File: config.mk
export PLATFORM = sky130hd
export DESIGN_NAME = instr_profile_ctrl_flat
export DESIGN_NICKNAME = d
export VERILOG_FILES = /design/src/rtl/instr_profile_ctrl_if.sv /design/src/rtl/instr_profile_ctrl.sv /design/src/flat_wrapper.sv
export SDC_FILE = /design/constraint.sdc
export NUM_CORES = 1
export LEC_CHECK = 0
export BUFFER_PORTS_ARGS = -buffer_cell sky130_fd_sc_hd__buf_2
export CORE_MARGIN = 2
export CORE_UTILIZATION = 44
export CTS_CLUSTER_SIZE = 30
export DETAILED_ROUTE_END_ITERATION = 8
export GPL_TIMING_DRIVEN = 0
export PLACE_DENSITY = 0.67
export SLEW_MARGIN = 20
export SYNTH_ARGS = -nofsm -noshare
export SYNTH_HDL_FRONTEND = slang
export SYNTH_SLANG_ARGS = --single-unit
File: constraint.sdc
create_clock -name clk -period 28.4 [get_ports clk]
set_input_delay 8.52 -clock clk [delete_from_list [all_inputs] [get_ports clk]]
set_output_delay 8.52 -clock clk [all_outputs]
set_load 0.01 [all_outputs]
File: src/rtl/instr_profile_ctrl_if.sv
// Command and snapshot-stream bundle for the instruction profiler controller.
// The master side issues commands and consumes the dump; the slave side is the controller.
interface instr_profile_ctrl_if #(
  parameter int CW = 32
);
  logic          cmd_valid;
  logic [1:0]    cmd_op;
  logic          cmd_ready;
  logic [31:0]   window_cycles;
  logic          out_valid;
  logic          out_ready;
  logic [CW-1:0] out_data;
  logic [3:0]    out_index;
  logic          out_last;

  modport master (
    output cmd_valid, cmd_op, window_cycles, out_ready,
    input  cmd_ready, out_valid, out_data, out_index, out_last
  );

  modport slave (
    input  cmd_valid, cmd_op, window_cycles, out_ready,
    output cmd_ready, out_valid, out_data, out_index, out_last
  );
endinterface

File: src/rtl/instr_profile_ctrl.sv
// Profiler run/window controller: captures counters into a snapshot and streams it one word per handshake.
// Commands act at the accepting edge; the dump holds out_data/out_index while out_ready is low.
module instr_profile_ctrl #(
  parameter int NUM_CTRS = 11,
  parameter int CW       = 32
) (
  input  logic                   clk,
  input  logic                   rst,
  instr_profile_ctrl_if.slave    bus,
  input  logic [NUM_CTRS*CW-1:0] ctr_in,
  output logic                   prof_enable,
  output logic                   busy,
  output logic [31:0]            run_cycles
);
  localparam logic [1:0] S_IDLE      = 2'd0;
  localparam logic [1:0] S_RUN       = 2'd1;
  localparam logic [1:0] S_DUMP_STOP = 2'd2;
  localparam logic [1:0] S_DUMP_RUN  = 2'd3;

  localparam logic [1:0] OP_START = 2'd1;
  localparam logic [1:0] OP_STOP  = 2'd2;
  localparam logic [1:0] OP_SNAP  = 2'd3;

  localparam logic [3:0] LAST_IDX = 4'(NUM_CTRS - 1);

  logic [1:0]    state_q, state_d;
  logic          prof_en_q, prof_en_d;
  logic [31:0]   run_q, run_d;
  logic [31:0]   window_q, window_d;
  logic [3:0]    idx_q, idx_d;
  logic [CW-1:0] snap_q [NUM_CTRS];
  logic [CW-1:0] snap_d [NUM_CTRS];

  logic capture, expired, cmd_fire, out_fire, last_word, dumping;

  // Stays true once reached so an expiry that lands inside DUMP_RUN is honoured at the final handshake.
  assign expired   = (window_q != '0) && (run_q >= window_q - 32'd1);
  assign dumping   = (state_q == S_DUMP_STOP) || (state_q == S_DUMP_RUN);
  assign last_word = (idx_q == LAST_IDX);

  assign bus.cmd_ready = (state_q == S_IDLE) || ((state_q == S_RUN) && !expired);
  assign bus.out_valid = dumping;
  assign bus.out_last  = dumping && last_word;
  assign bus.out_index = idx_q;
  assign bus.out_data  = snap_q[idx_q];

  assign cmd_fire = bus.cmd_valid && bus.cmd_ready;
  assign out_fire = dumping && bus.out_ready;

  assign prof_enable = prof_en_q;
  assign busy        = (state_q != S_IDLE);
  assign run_cycles  = run_q;

  always_comb begin
    state_d   = state_q;
    prof_en_d = prof_en_q;
    window_d  = window_q;
    idx_d     = idx_q;
    capture   = 1'b0;
    run_d     = (prof_en_q && (run_q != '1)) ? run_q + 32'd1 : run_q;

    case (state_q)
      S_IDLE: begin
        if (cmd_fire && (bus.cmd_op == OP_START)) begin
          state_d   = S_RUN;
          prof_en_d = 1'b1;
          run_d     = '0;
          window_d  = bus.window_cycles;
        end else if (cmd_fire && (bus.cmd_op == OP_SNAP)) begin
          state_d = S_DUMP_STOP;
        end
      end
      S_RUN: begin
        if (expired || (cmd_fire && (bus.cmd_op == OP_STOP))) begin
          capture   = 1'b1;
          prof_en_d = 1'b0;
          state_d   = S_DUMP_STOP;
        end else if (cmd_fire && (bus.cmd_op == OP_SNAP)) begin
          capture = 1'b1;
          state_d = S_DUMP_RUN;
        end
      end
      S_DUMP_STOP: begin
        if (out_fire) begin
          idx_d = last_word ? 4'd0 : idx_q + 4'd1;
          if (last_word) state_d = S_IDLE;
        end
      end
      default: begin
        if (out_fire) begin
          idx_d = last_word ? 4'd0 : idx_q + 4'd1;
          if (last_word && expired) begin
            capture   = 1'b1;
            prof_en_d = 1'b0;
            state_d   = S_DUMP_STOP;
          end else if (last_word) begin
            state_d = S_RUN;
          end
        end
      end
    endcase

    for (int k = 0; k < NUM_CTRS; k++) begin
      snap_d[k] = capture ? ctr_in[k*CW +: CW] : snap_q[k];
    end
  end

  always_ff @(posedge clk) begin
    if (rst) begin
      state_q   <= S_IDLE;
      prof_en_q <= 1'b0;
      run_q     <= '0;
      window_q  <= '0;
      idx_q     <= '0;
      for (int k = 0; k < NUM_CTRS; k++) snap_q[k] <= '0;
    end else begin
      state_q   <= state_d;
      prof_en_q <= prof_en_d;
      run_q     <= run_d;
      window_q  <= window_d;
      idx_q     <= idx_d;
      for (int k = 0; k < NUM_CTRS; k++) snap_q[k] <= snap_d[k];
    end
  end
endmodule

File: src/flat_wrapper.sv
// flat-port wrapper written by rule: the top's interface ports become plain ports
module instr_profile_ctrl_flat 
#(
  parameter int NUM_CTRS = 11,
  parameter int CW       = 32
)
  (clk, rst, ctr_in, prof_enable, busy, run_cycles, bus_cmd_valid, bus_cmd_op, bus_window_cycles, bus_out_ready, bus_cmd_ready, bus_out_valid, bus_out_data, bus_out_index, bus_out_last);
  instr_profile_ctrl_if #(.CW(CW)) bus_i ();
  input  logic clk;
  input  logic rst;
  input  logic [NUM_CTRS*CW-1:0] ctr_in;
  output logic prof_enable;
  output logic busy;
  output logic [31:0] run_cycles;
  input wire logic [$bits(bus_i.cmd_valid)-1:0] bus_cmd_valid;
  input wire logic [$bits(bus_i.cmd_op)-1:0] bus_cmd_op;
  input wire logic [$bits(bus_i.window_cycles)-1:0] bus_window_cycles;
  input wire logic [$bits(bus_i.out_ready)-1:0] bus_out_ready;
  output wire logic [$bits(bus_i.cmd_ready)-1:0] bus_cmd_ready;
  output wire logic [$bits(bus_i.out_valid)-1:0] bus_out_valid;
  output wire logic [$bits(bus_i.out_data)-1:0] bus_out_data;
  output wire logic [$bits(bus_i.out_index)-1:0] bus_out_index;
  output wire logic [$bits(bus_i.out_last)-1:0] bus_out_last;
  assign bus_i.cmd_valid = bus_cmd_valid;
  assign bus_i.cmd_op = bus_cmd_op;
  assign bus_i.window_cycles = bus_window_cycles;
  assign bus_i.out_ready = bus_out_ready;
  assign bus_cmd_ready = bus_i.cmd_ready;
  assign bus_out_valid = bus_i.out_valid;
  assign bus_out_data = bus_i.out_data;
  assign bus_out_index = bus_i.out_index;
  assign bus_out_last = bus_i.out_last;
  instr_profile_ctrl #(.NUM_CTRS(NUM_CTRS), .CW(CW)) u_core (.clk(clk), .rst(rst), .bus(bus_i), .ctr_in(ctr_in), .prof_enable(prof_enable), .busy(busy), .run_cycles(run_cycles));
endmodule
* Word-level counts from Yosys, hierarchy flattened
Memory sizes are Yosys's and may differ from the RTL's. A register that Yosys moved wholly into a read port is not among the register bits. Index checks and enable logic that the tools add are counted.
Operators by class: $add $sub $neg 3, magnitude comparators 1, equal/unequal tests 15, muxes and demuxes 51, bitwise logic cells 13, reductions and logical operators 27
Operators by type and width (number):
- $mux 32 | 25
- $add 32x1->32 const B | 1
- $ge 32x32->1 | 1
- $ne 32x32->1 const B | 1
- $reduce_bool 32->1 | 1
- $sub 32x1->32 const B | 1
- $mux 2 | 9
- $mux 4 | 3
- $mux 1 | 11
- $or 1x1->1 | 11
- $logic_and 1x1->1 | 10
- $eq 2x2->1 const B | 4
- $ne 3x3->1 const B | 2
- $pmux 2 s3 | 1
- $reduce_and 2->1 | 3
- $reduce_and 6->1 | 1
- $reduce_bool 3->1 | 2
- $reduce_and 5->1 | 1
- $add 4x1->4 const B | 1
- $eq 2x1->1 const B | 2
- $eq 4x4->1 const B | 1
- $ne 2x1->1 const B | 2
- $ne 2x2->1 const B | 2
- $reduce_bool 4->1 | 1
- other kinds (9) | 13
Word-level totals: flip-flop bits (word level) 71, bits in writable memories 352, logic and storage cells 116, memories kept 1
Memories:
- u_core.snap_q | depth 11, bits a word 32, read ports 1, clocked after Yosys merged registers in 1, write ports 11, line instr_profile_ctrl.sv:31 | logic [CW-1:0] snap_q [NUM_CTRS];

* Logic depth before layout (Yosys ltp)
Gate-level depths: netlist (run 1).
depth after elaboration 14, gate-level depth with buffers 16, gate-level depth less buffers 14

* Worst setup path before layout (run 1)
OpenSTA, ideal clock, no wires.
path type in2reg, start input rst, end memory u_core.snap_q[0][0], enable pin, data arrival time 17.061 ns, required time 27.643 ns, slack 10.582 ns, stages on the path 3, buffers on the path 2, cells stage by stage clkbuf_1 clkbuf_1 a221o_1
RTL lines:
- start: declaration | line flat_wrapper.sv:10 | input logic rst;
- end: declaration | line instr_profile_ctrl.sv:31

* Final worst setup path (run 1)
start register u_core.window_q[8], end output bus_cmd_ready
Between the ends: word-level cells in the longest chain between the ends 6
Ends and longest elaborated chain:
- start: declaration | line instr_profile_ctrl.sv:29 | logic [31:0] window_q, window_d;
- start signal: assignment | line instr_profile_ctrl.sv:120 | window_q <= window_d;
- $sub 32x1->32 | line instr_profile_ctrl.sv:37 | assign expired = (window_q != '0) && (run_q >= window_q - 32'd1);
- $ge 32x32->1 | line instr_profile_ctrl.sv:37
- $logic_and 1x1->1 (*) | line instr_profile_ctrl.sv:37
- $logic_not 1->1 (*) | line instr_profile_ctrl.sv:41 | assign bus.cmd_ready = (state_q == S_IDLE) || ((state_q == S_RUN) && !expired);
- $logic_and 1x1->1 (*) | line instr_profile_ctrl.sv:41
- $logic_or 1x1->1 (*) | line instr_profile_ctrl.sv:41
- end: declaration | line flat_wrapper.sv:19 | output wire logic [$bits(bus_i.cmd_ready)-1:0] bus_cmd_ready;
Mark *: on every way between the ends. The rest lies on a longest branch, timed or not.

==> results of run 1 <==
==> worst max-delay path by stage <==
stage	from	endpoint
after floorplan	rst	u_core.snap_q[0][0]
after global placement	rst	u_core.snap_q[0][18]
after detailed placement	u_core.window_q[8]	bus_cmd_ready
after CTS	u_core.window_q[8]	bus_cmd_ready
after global routing	u_core.window_q[8]	bus_cmd_ready
final	u_core.window_q[8]	bus_cmd_ready
==> worst max-delay path, stage by stage, from the launching register on <==
cell       delay, ns
dfxtp_1         0.36
or4_4           0.57
or3_4           0.38
or3_4           0.44
or4b_1          0.53
xor2_1          0.16
ha_1            0.29
nand4_1         0.14
nor4_1          0.58
o2111ai_1       0.28
nor2_1          0.23
o21bai_1        0.19
nor2_1          0.23
nor2_1          0.11
buf_2           0.17
==> cell usage after synthesis (14+ instances only) <==
cell type	instances	area, um2
ha_1	35	438
nor2b_1	36	225
a21oi_1	58	290
edfxtp_1	352	10600
buf_6	33	372
xor2_1	29	254
dfxtp_1	75	1500
clkbuf_1	40	150
nand2_1	99	372
nor4_1	14	87.6
mux4_2	96	2160
nor3_1	14	70.1
xnor2_1	29	254
and2_1	322	2010
nor2_1	57	214
nand3_1	19	95.1
mux2_1	20	225
nand4_1	14	87.6
==> metrics by stage <==
step	power (mW)	cell area, um2
finish	1.48	24900
global route	1.53	24900
CTS	1.49	24800
detailed placement	0.905	23400
global placement	0.912	23200
floorplan	0.842	20100
==> cell usage in the layout, fill, tap and decap left out, types with 13 or more instances in the layout <==
| cell | Yosys | routed |
|---|---|---|
| and2_1 | 322 | 322 |
| nor2_1 | 57 | 57 |
| nor4_1 | 14 | 13 |
| nand3_1 | 19 | 19 |
| clkbuf_16 | 0 | 49 |
| edfxtp_1 | 352 | 352 |
| buf_2 | 2 | 464 |
| ha_1 | 35 | 35 |
| dfxtp_1 | 75 | 75 |
| nand2_1 | 99 | 99 |
| buf_6 | 33 | 33 |
| nand4_1 | 14 | 14 |
| clkbuf_1 | 40 | 54 |
| nor3_1 | 14 | 14 |
| nor2b_1 | 36 | 36 |
| xnor2_1 | 29 | 29 |
| diode_2 | 0 | 28 |
| mux4_2 | 96 | 96 |
| a21oi_1 | 58 | 58 |
| mux2_1 | 20 | 20 |
| xor2_1 | 29 | 29 |
==> flip-flops by register name, indices dropped and copies added (netlist names), named ones only <==
signal                count
u_core.snap_q           352
u_core.window_q          32
u_core.state_q            2
u_core.bus.out_index      4
u_core.prof_enable        1
u_core.run_cycles        32
==> report_power, final <==
group          switching [mW]  internal (mW)  leakage [nW]
Combinational          0.0902         0.0809          4.96
Clock                   0.249          0.339         0.715
Sequential             0.0107          0.710          4.25
Total                   0.350           1.13          9.93
==> layer usage <==
layer | track usage | vias to the layer above
met4 | 0.0825 | 26
met2 | 0.439 | 552
li1 | - | 6347
met1 | 0.308 | 6817
met5 | 0 | -
met3 | 0.0762 | 112
==> cells by family after synthesis <==
logic type | synth area share
AO/OA/AOI/OAI | 0.0270
XOR/XNOR | 0.0252
adder cells (fa/ha/maj) | 0.0217
buffers and inverters | 0.0303
flip-flops | 0.600
multiplexers | 0.125
AND/OR/NAND/NOR | 0.171
==> layout make-up <==
cell class | instances | share of cell area
clock inverters | 21 | 0.00648
clock buffers | 66 | 0.0523
well taps | 600 | 0.0301
plain buffers | 84 | 0.0229
repair buffers | 468 | 0.0991
multi-input cells | 923 | 0.300
flip-flops and latches | 427 | 0.485
diodes | 28 | 0.00281
inverters | 12 | 0.00181
==> reports/qor.yml, run 1 <==
top_layer: "met5"
grt_first_pass_wirelength_um: 87800
maxCapViolations: 0
initial_core_util: 0.445
port_buffers: 462
place_congestion: 0.857
reg2reg_depth: 16
die-area_um2: 47500
fill_cells: 3902
dp_slack_ns: 15.29
synthCells: 1446
seqCellArea_um2: 12100
timing.rr.start: "u_core.window_q[8]"
grt_max_degree: 61
cp.required_ns: 19.88
worstHoldPathCells: 2
drc: 0
met3_length_um: 5540
grt_overflow: 0
hp-start: "u_core.window_q[22]"
post-route-period-util: 0.485
worst-setup-path-type: "reg -> out"
fin_ws_ns: 14.64
drtAntennaViolNets: 0
cp_max_fo: 6
leakage_nw: 9.93
path_clk_slew_ns: 0.05
ir_drop_mv: 0.0373
dieHeight_um: 218
yosysSeqAreaShare: 0.600
critPathLaunchType: "flip-flop"
cts_hold_buf: 0
reg2reg_slack_ns: 22.00
root_buffer: "clkbuf_16"
drtIter0Drc: 981
synth_cell_types: 58
rsz0062_at_grt: "no"
worstReg2RegEnd: "u_core.snap_q[4][15]"
worstSetupEndpointType: "output pin"
utilization: 0.550
avgViaCountPerCell: 5.27
drive_gt1_frac: 0.344
min_to: "u_core.window_q[22]"
fin_skew_ns: 0.0245
fmax_ghz: 0.0727
post_drt_wl_per_cell_um: 23.5
syn_nets: 1871
clock-sinks: 427
grt_pass1_vias: 14200
max_slew_margin: 0.318
clockBufferDepth: 3
avgSynthCellArea_um2: 13.9
fin_hold_ws_ns: 0.483
synth_edf_count: 352
track_usage: 0.256
worst_pin_slew_ns: 1.02
cts_tree: "done"
status: "completed"
cts_made_buffers: 48
row_count: 78
setup-violations-final: 0
vias: 13900
h-tree-depth: 2
wl_met2_um: 30800
synthArstFlopShare: 0
fp.dieW_um: 218
dp.cells: 2514
drtPass1Iterations: 6
min_path_type: "reg -> reg"
synth_seq_cells: 427
multi_input_area_um2: 7470
clk_latency_ns: 0.59
ys.flop_type: "edfxtp_1"
pin_count: 463
fin_cells: 2629
post_cts_resized: 0
antenna_found_initial: 38
fin_nets: 2389
setup-tns-final_ns: 0
power_density_nw_per_um2: 59.4
finalCriticalPeriod_ns: 13.76
place_hpwl_um: 45800
hold_viol: 0
syn_area_um2: 20100
ys_warn_count: 0
wl_met1_um: 23800
area_growth_pct: 23.7
routed_wl_um: 61700
postCtsSetupBuffers: 0
design.core.area_um2: 45300
arrival_ns: 5.24
drv_slew: 0
Note: power is estimated with default switching activity, not from simulation.
==> inputs of run 2 (changes only) <==
--- a/config.mk
+++ b/config.mk
@@ -5,13 +5,14 @@
 export SDC_FILE = /design/constraint.sdc
 export NUM_CORES = 1
 export LEC_CHECK = 0
+export ABC_AREA = 1
 export BUFFER_PORTS_ARGS = -buffer_cell sky130_fd_sc_hd__buf_2
 export CORE_MARGIN = 2
 export CORE_UTILIZATION = 44
 export CTS_CLUSTER_SIZE = 30
 export DETAILED_ROUTE_END_ITERATION = 8
 export GPL_TIMING_DRIVEN = 0
-export PLACE_DENSITY = 0.67
+export PLACE_DENSITY = 0.68
 export SLEW_MARGIN = 20
 export SYNTH_ARGS = -nofsm -noshare
 export SYNTH_HDL_FRONTEND = slang
==> constraint.sdc (replaced) <==
create_clock -name clk -period 11.7 [get_ports clk]
set_input_delay 3.51 -clock clk [delete_from_list [all_inputs] [get_ports clk]]
set_output_delay 3.51 -clock clk [all_outputs]
set_load 0.01 [all_outputs]
==> reports/qor.yml, run 2 <==
synth_edf_count: 352  # unchanged
critPathLaunchType: "flip-flop"
min_to: "u_core.window_q[11]"
top_register: "u_core.snap_q"
p_int_mw: 3.07  # +170%
top_usage_layer: "met2"
path_clk_slew_ns: 0.06  # about the same
place_hpwl_um: 58600  # +28%
cp_max_fo: 10  # +4
drtIter0Drc: 1787  # +82%
fill_cells: 4844  # +24%
avgViaCountPerCell: 5.16  # -2.0%
cts_made_buffers: 48  # unchanged
drive_gt1_frac: 0.307  # -0.0371
dieHeight_um: 237  # +8.6%
grt_overflow: 0  # unchanged
grt_max_degree: 52  # -15%
synth_top_area_share: 0.444  # -0.0810
syn_nets: 2813  # +50%
crit_family: "buffers and inverters"
seqCellArea_um2: 12100  # unchanged
clk_latency_ns: 0.59  # about the same
min_path_type: "reg -> reg"
layout_commonest_cell: "buf_2"
avgSynthCellArea_um2: 9.97  # -28%
rsz0062_at_grt: "no"
worstReg2RegEnd: "u_core.snap_q[8][9]"
synth_top_area_cell: "edfxtp_1"
synth_area_leaders: "edfxtp_1 44%, nor2_4 14%, inv_1 7.1%"
p_sw_mw: 1.44  # +310%
setup-tns-final_ns: 0  # unchanged
largest_reg_flops: 352  # unchanged
clockBufferDepth: 3  # unchanged
grt_pass1_vias: 18500  # +31%
hold_viol: 0  # unchanged
pwr-share-clk: 0.339  # -0.058
status: "completed"
final_cell_mix: "469 x buf_2, 450 x inv_1, 352 x edfxtp_1, 302 x nor2_4, 276 x nor2_1"
reg2reg_slack_ns: 6.23  # -15.77 ns
synthArstFlopShare: 0  # unchanged
hp-start: "u_core.window_q[11]"
track_usage: 0.269  # +0.0127
leakage_nw: 12.5  # +26%
setup-violations-final: 0  # unchanged
fin_skew_ns: 0.0295  # +0.00501 ns
drtAntennaViolNets: 0  # unchanged
worstSetupEndpointType: "output pin"
place_congestion: 0.933  # +8.8%
ys_warn_count: 0  # unchanged
row_count: 85  # +9.0%
post-route-period-util: 0.668
maxCapViolations: 0  # unchanged
h-tree-depth: 2  # unchanged
synthCells: 2388  # +65%
path_cells: "clkbuf_1, clkinv_1, clkbuf_1, o21ai_0, o21ai_0, buf_2"
cp.required_ns: 8.19  # -11.69 ns
clock-sinks: 427  # unchanged
fin_hold_ws_ns: 0.505  # +0.0225 ns
yosysSeqAreaShare: 0.507  # -0.0925
timing.rr.start: "u_core.window_q[0]"
synth_seq_cells: 427  # unchanged
crit_buf_inv: 4  # +3
drv_slew: 0  # unchanged
ir_drop_mv: 0.122  # +230%
drtPass1Iterations: 5  # -1
synth_common_cells: "450 x inv_1, 352 x edfxtp_1, 302 x nor2_4"
routed_wl_um: 76900  # +25%
reg2reg_depth: 22  # +6
p_seq_frac: 0.414  # -0.073
finalCriticalPeriod_ns: 7.81
root_buffer: "clkbuf_16"
max_stage_delay_ns: 0.88  # +0.30 ns
worstHoldPathCells: 2  # unchanged
dp.cells: 3552  # +41%
synth_cell_types: 40  # -31%
worst-setup-path-type: "reg -> out"
pin_count: 463  # unchanged
multi_input_area_um2: 9020  # +21%
vias: 18800  # +36%
grt_use_met3: 0.0604  # -0.0158
met2_usage: 0.437  # -0.00220
fin_cells: 3645  # +39%
syn_area_um2: 23800  # +18%
synth_most_common_cell: "inv_1"
utilization: 0.535  # -0.0148
antenna_found_initial: 14  # -63%
fp.dieW_um: 237  # +8.6%
postCtsSetupBuffers: 0  # unchanged
arrival_ns: 4.30  # -0.94 ns
die-area_um2: 56000  # +18%
post_drt_wl_per_cell_um: 21.1  # -10%
design.core.area_um2: 53700  # +19%
p_comb_frac: 0.246  # +0.130
slowest_stage: "o21ai_0"
fin_nets: 3331  # +39%
max_slew_margin: 0.330  # +0.0123
power_density_nw_per_um2: 157  # +160%
initial_core_util: 0.443  # -0.00132
post_cts_resized: 0  # unchanged
fmax_ghz: 0.128
drc: 0  # unchanged
cts_tree: "done"
grt_util_met1: 0.351  # +0.0424
area_growth_pct: 20.8
grt_first_pass_wirelength_um: 111000  # +27%
worst_pin_slew_ns: 0.994  # -0.0289 ns
power_mw: 4.52  # +210%
cts_hold_buf: 0  # unchanged
port_buffers: 461  # -0.22%
ys.flop_type: "edfxtp_1"
switching_share: 0.320  # +0.0832
run 2: cell count changes after synthesis, moves of 97 or more:
cell,change
nor2_4,+302
nor2_1,+219
o21ai_0,+218
nand2_1,+97
inv_1,+438
and2_1,-322
run 2: area by class of cell:
| type | count | area share |
|---|---|---|
| inverter | 459 | 0.0599 |
| clock buffer | 67 | 0.0461 |
| clock inverter | 19 | 0.00835 |
| antenna | 7 | 0.000609 |
| tap | 696 | 0.0303 |
| buffer | 124 | 0.0352 |
| sequential | 427 | 0.420 |
| multi-input combinational | 1378 | 0.314 |
| timing repair buffer | 468 | 0.0862 |
run 2: logic make-up (layout without fill, tap and decap cells):
kind of cell / count (synthesis) / count (layout) / share of synthesized area
AOI/OAI and AO/OA: 390 / 390 / 0.0937
xor gates and xnor gates: 42 / 42 / 0.0154
adders and majority gates: 35 / 35 / 0.0184
buffers and inverters: 583 / 1137 / 0.115
DFF: 427 / 427 / 0.507
other: 0 / 7 / 0
and+or+nand+nor: 911 / 911 / 0.251
run 2: worst max path at each step:
stage | start | to | slack (ns) | cells after the start
2_1_floorplan | rst | u_core.snap_q[0][0] | 0.60 | 5
3_3_place_gp | rst | u_core.snap_q[8][17] | -2.97 | 5
3_5_place_dp | flip-flop | bus_out_data[1] | 4.48 | 6
4_1_cts | flip-flop | bus_out_data[1] | 3.84 | 6
5_1_grt | u_core.window_q[0] | bus_cmd_ready | 3.54 | 19
6_report | flip-flop | bus_out_data[1] | 3.89 | 6
run 2: stage by stage:
step / cell area (um2) / setup WS (ns)
finish: 28800 / 3.89
global placement: 27000 / -2.97
CTS: 28700 / 3.84
detailed placement: 27200 / 4.48
floorplan: 23800 / 0.596
global route: 28700 / 3.54
run 2: worst reg2reg max path, delay by kind of cell, from the launching register on:
family,cells,cell delay [ns]
xor+xnor,1,0.19
fa+ha+maj,2,0.53
buf+inv,5,1.19
flops,1,0.30
simple gates,14,2.92
run 2: routing by layer:
| layer | part of all wire | up-vias |
|---|---|---|
| met3 | 0.089 | 139 |
| met5 | 0.00073 | - |
| met1 | 0.41 | 8996 |
| li1 | - | 8797 |
| met2 | 0.47 | 883 |
| met4 | 0.036 | 10 |
run 2: power by group through the flow:
stage / Combinational (mW) / Clock, mW / Sequential (mW)
after floorplan: 0.682 / 0 / 1.92
after global placement: 1.06 / 0 / 1.95
after detailed placement: 1.10 / 0 / 1.90
after CTS: 1.11 / 1.55 / 1.87
after global routing: 1.21 / 1.60 / 1.88
final: 1.11 / 1.53 / 1.87
==> inputs of run 3 (changes only) <==
==> constraint.sdc (replaced) <==
create_clock -name clk -period 6.6 [get_ports clk]
set_input_delay 1.98 -clock clk [delete_from_list [all_inputs] [get_ports clk]]
set_output_delay 1.98 -clock clk [all_outputs]
set_load 0.01 [all_outputs]
==> reports/qor.yml, run 3 (same netlist as run 2, synthesis figures left out) <==
hp-start: "u_core.window_q[22]"
fill_cells: 4860  # +0.33%
grt_first_pass_wirelength_um: 114000  # +1.9%
grt_max_degree: 55  # +5.8%
avgViaCountPerCell: 5.15  # -0.23%
postCtsSetupBuffers: 0  # unchanged
final_cell_mix: "469 x buf_2, 450 x inv_1, 352 x edfxtp_1, 302 x nor2_4, 276 x nor2_1"
p_int_mw: 5.43  # +77%
fmax_ghz: 0.160
clk_latency_ns: 0.61  # +0.02 ns
fin_cells: 3655  # +0.27%
pwr-share-clk: 0.339  # about the same
hold_viol: 0  # unchanged
row_count: 85  # unchanged
worst-setup-path-type: "reg -> out"
p_sw_mw: 2.57  # +78%
p_comb_frac: 0.247  # about the same
place_congestion: 0.930  # -0.31%
top_layer: "met5"
rsz0062_at_grt: "no"
fin_skew_ns: 0.0315  # +0.00201 ns
power_density_nw_per_um2: 278  # +77%
p_seq_frac: 0.414  # about the same
root_buffer: "clkbuf_16"
drc: 0  # unchanged
antenna_found_initial: 16  # +2
finalCriticalPeriod_ns: 6.25
arrival_ns: 4.27  # -0.03 ns
power_mw: 8.00  # +77%
drv_slew: 0  # unchanged
leakage_nw: 12.5  # +0.18%
die-area_um2: 56000  # unchanged
seqCellArea_um2: 12100  # unchanged
worstSetupEndpointType: "output pin"
path_cells: "clkbuf_1, clkinv_1, clkbuf_1, o21ai_0, o21ai_0, buf_2"
place_hpwl_um: 59000  # +0.68%
slowest_stage: "o21ai_0"
largest_reg_flops: 352  # unchanged
maxCapViolations: 0  # unchanged
cp.required_ns: 4.62  # -3.57 ns
initial_core_util: 0.443  # unchanged
area_growth_pct: 20.9
layout_commonest_cell: "buf_2"
clockBufferDepth: 3  # unchanged
drtPass1Iterations: 5  # unchanged
met3_length_um: 6250  # -8.4%
cts_hold_buf: 0  # unchanged
drive_gt1_frac: 0.308  # +0.000941
design.core.area_um2: 53700  # unchanged
cp_max_fo: 10  # unchanged
grt_overflow: 0  # unchanged
fin_nets: 3331  # unchanged
vias: 18800  # +0.048%
grt_pass1_vias: 18700  # +0.94%
post_cts_resized: 0  # unchanged
routed_wl_um: 77200  # +0.33%
drtAntennaViolNets: 0  # unchanged
reg2reg_slack_ns: 1.79  # -4.44 ns
fin_hold_ws_ns: 0.498  # -0.00676 ns
cts_tree: "done"
wl_met1_um: 31500  # +0.16%
status: "completed"
timing.rr.start: "u_core.window_q[2]"
switching_share: 0.321  # +0.00145
multi_input_area_um2: 9020  # unchanged
setup-violations-final: 0  # unchanged
port_buffers: 461  # unchanged
max_slew_margin: 0.339  # +0.00848
min_to: "u_core.window_q[22]"
reg2reg_depth: 20  # -9.1%
crit_buf_inv: 4  # unchanged
fp.dieW_um: 237  # unchanged
track_usage: 0.273  # +0.00473
ir_drop_mv: 0.218  # +78%
wl_met2_um: 36200  # +1.1%
cts_made_buffers: 48  # unchanged
worst_pin_slew_ns: 0.992  # -0.00221 ns
min_path_type: "reg -> reg"
post-route-period-util: 0.947
clock-sinks: 427  # unchanged
path_clk_slew_ns: 0.06  # about the same
post_drt_wl_per_cell_um: 21.1  # about the same
top_register: "u_core.snap_q"
dp.cells: 3552  # unchanged
max_stage_delay_ns: 0.83  # -0.05 ns
h-tree-depth: 2  # unchanged
critPathLaunchType: "flip-flop"
dieHeight_um: 237  # unchanged
pin_count: 463  # unchanged
worstReg2RegEnd: "u_core.snap_q[9][23]"
crit_family: "buffers and inverters"
drtIter0Drc: 1491  # -17%
worstHoldPathCells: 2  # unchanged
## run 3: cell count changes in the layout (fill, tap and decap cells not counted), moves of 2 or more
cell,before,now
diode_2,7,13
clkbuf_8,1,3
inv_6,0,2
clkinv_1,6,8
clkinvlp_4,3,1
clkbuf_16,50,48
clkbuf_1,94,92
clkinv_2,5,8
## run 3: cell type report
class	count	area share
Sequential cell	427	0.419
Multi-Input combinational cell	1378	0.313
Timing Repair Buffer	468	0.0863
Inverter	459	0.0599
Clock buffer	66	0.0451
Buffer	124	0.0352
Tap cell	696	0.0303
Clock inverter	24	0.00952
Antenna cell	13	0.00113
## run 3: how the worst max path moves through the flow
stage / from / end / slack, ns / cells past startpoint
after floorplan: rst / u_core.snap_q[0][0] / 0.003 / 5
after global placement: rst / u_core.snap_q[8][13] / -2.50 / 5
after global routing: u_core.window_q[0] / bus_cmd_ready / 0.08 / 19
after CTS: flip-flop / bus_out_data[1] / 0.21 / 6
final: flip-flop / bus_out_data[1] / 0.35 / 6
after detailed placement: flip-flop / bus_out_data[1] / 0.87 / 6
## run 3: power by group through the flow
stage	combinational, mW	sequential, mW	clock, mW
6_report	1.98	3.31	2.71
5_1_grt	2.17	3.33	2.86
3_3_place_gp	1.90	3.41	0
4_1_cts	1.98	3.31	2.74
3_5_place_dp	1.97	3.37	0
2_1_floorplan	1.21	3.37	0
## run 3: worst min-delay path, stage by stage (launching register included)
cell	delay, ns
dfxtp_1	0.33
inv_1	0.07
a21oi_1	0.06
## run 3: through the flow
stage / instance area, um2 / setup slack (ns) / utilization / setup TNS (ns)
final: 28800 / 0.347 / 0.536 / 0
after global routing: 28800 / 0.0814 / 0.536 / 0
after CTS: 28800 / 0.208 / 0.535 / 0
after detailed placement: 27200 / 0.871 / 0.506 / 0
after global placement: 27000 / -2.50 / 0.503 / -870.32
after floorplan: 23800 / 0.00315 / - / 0
## run 3: metal layers
| layer | up-vias | global-route usage |
|---|---|---|
| met4 | 8 | 0.110 |
| li1 | 8811 | - |
| met1 | 8998 | 0.358 |
| met5 | - | 0 |
| met2 | 845 | 0.444 |
| met3 | 172 | 0.0551 |
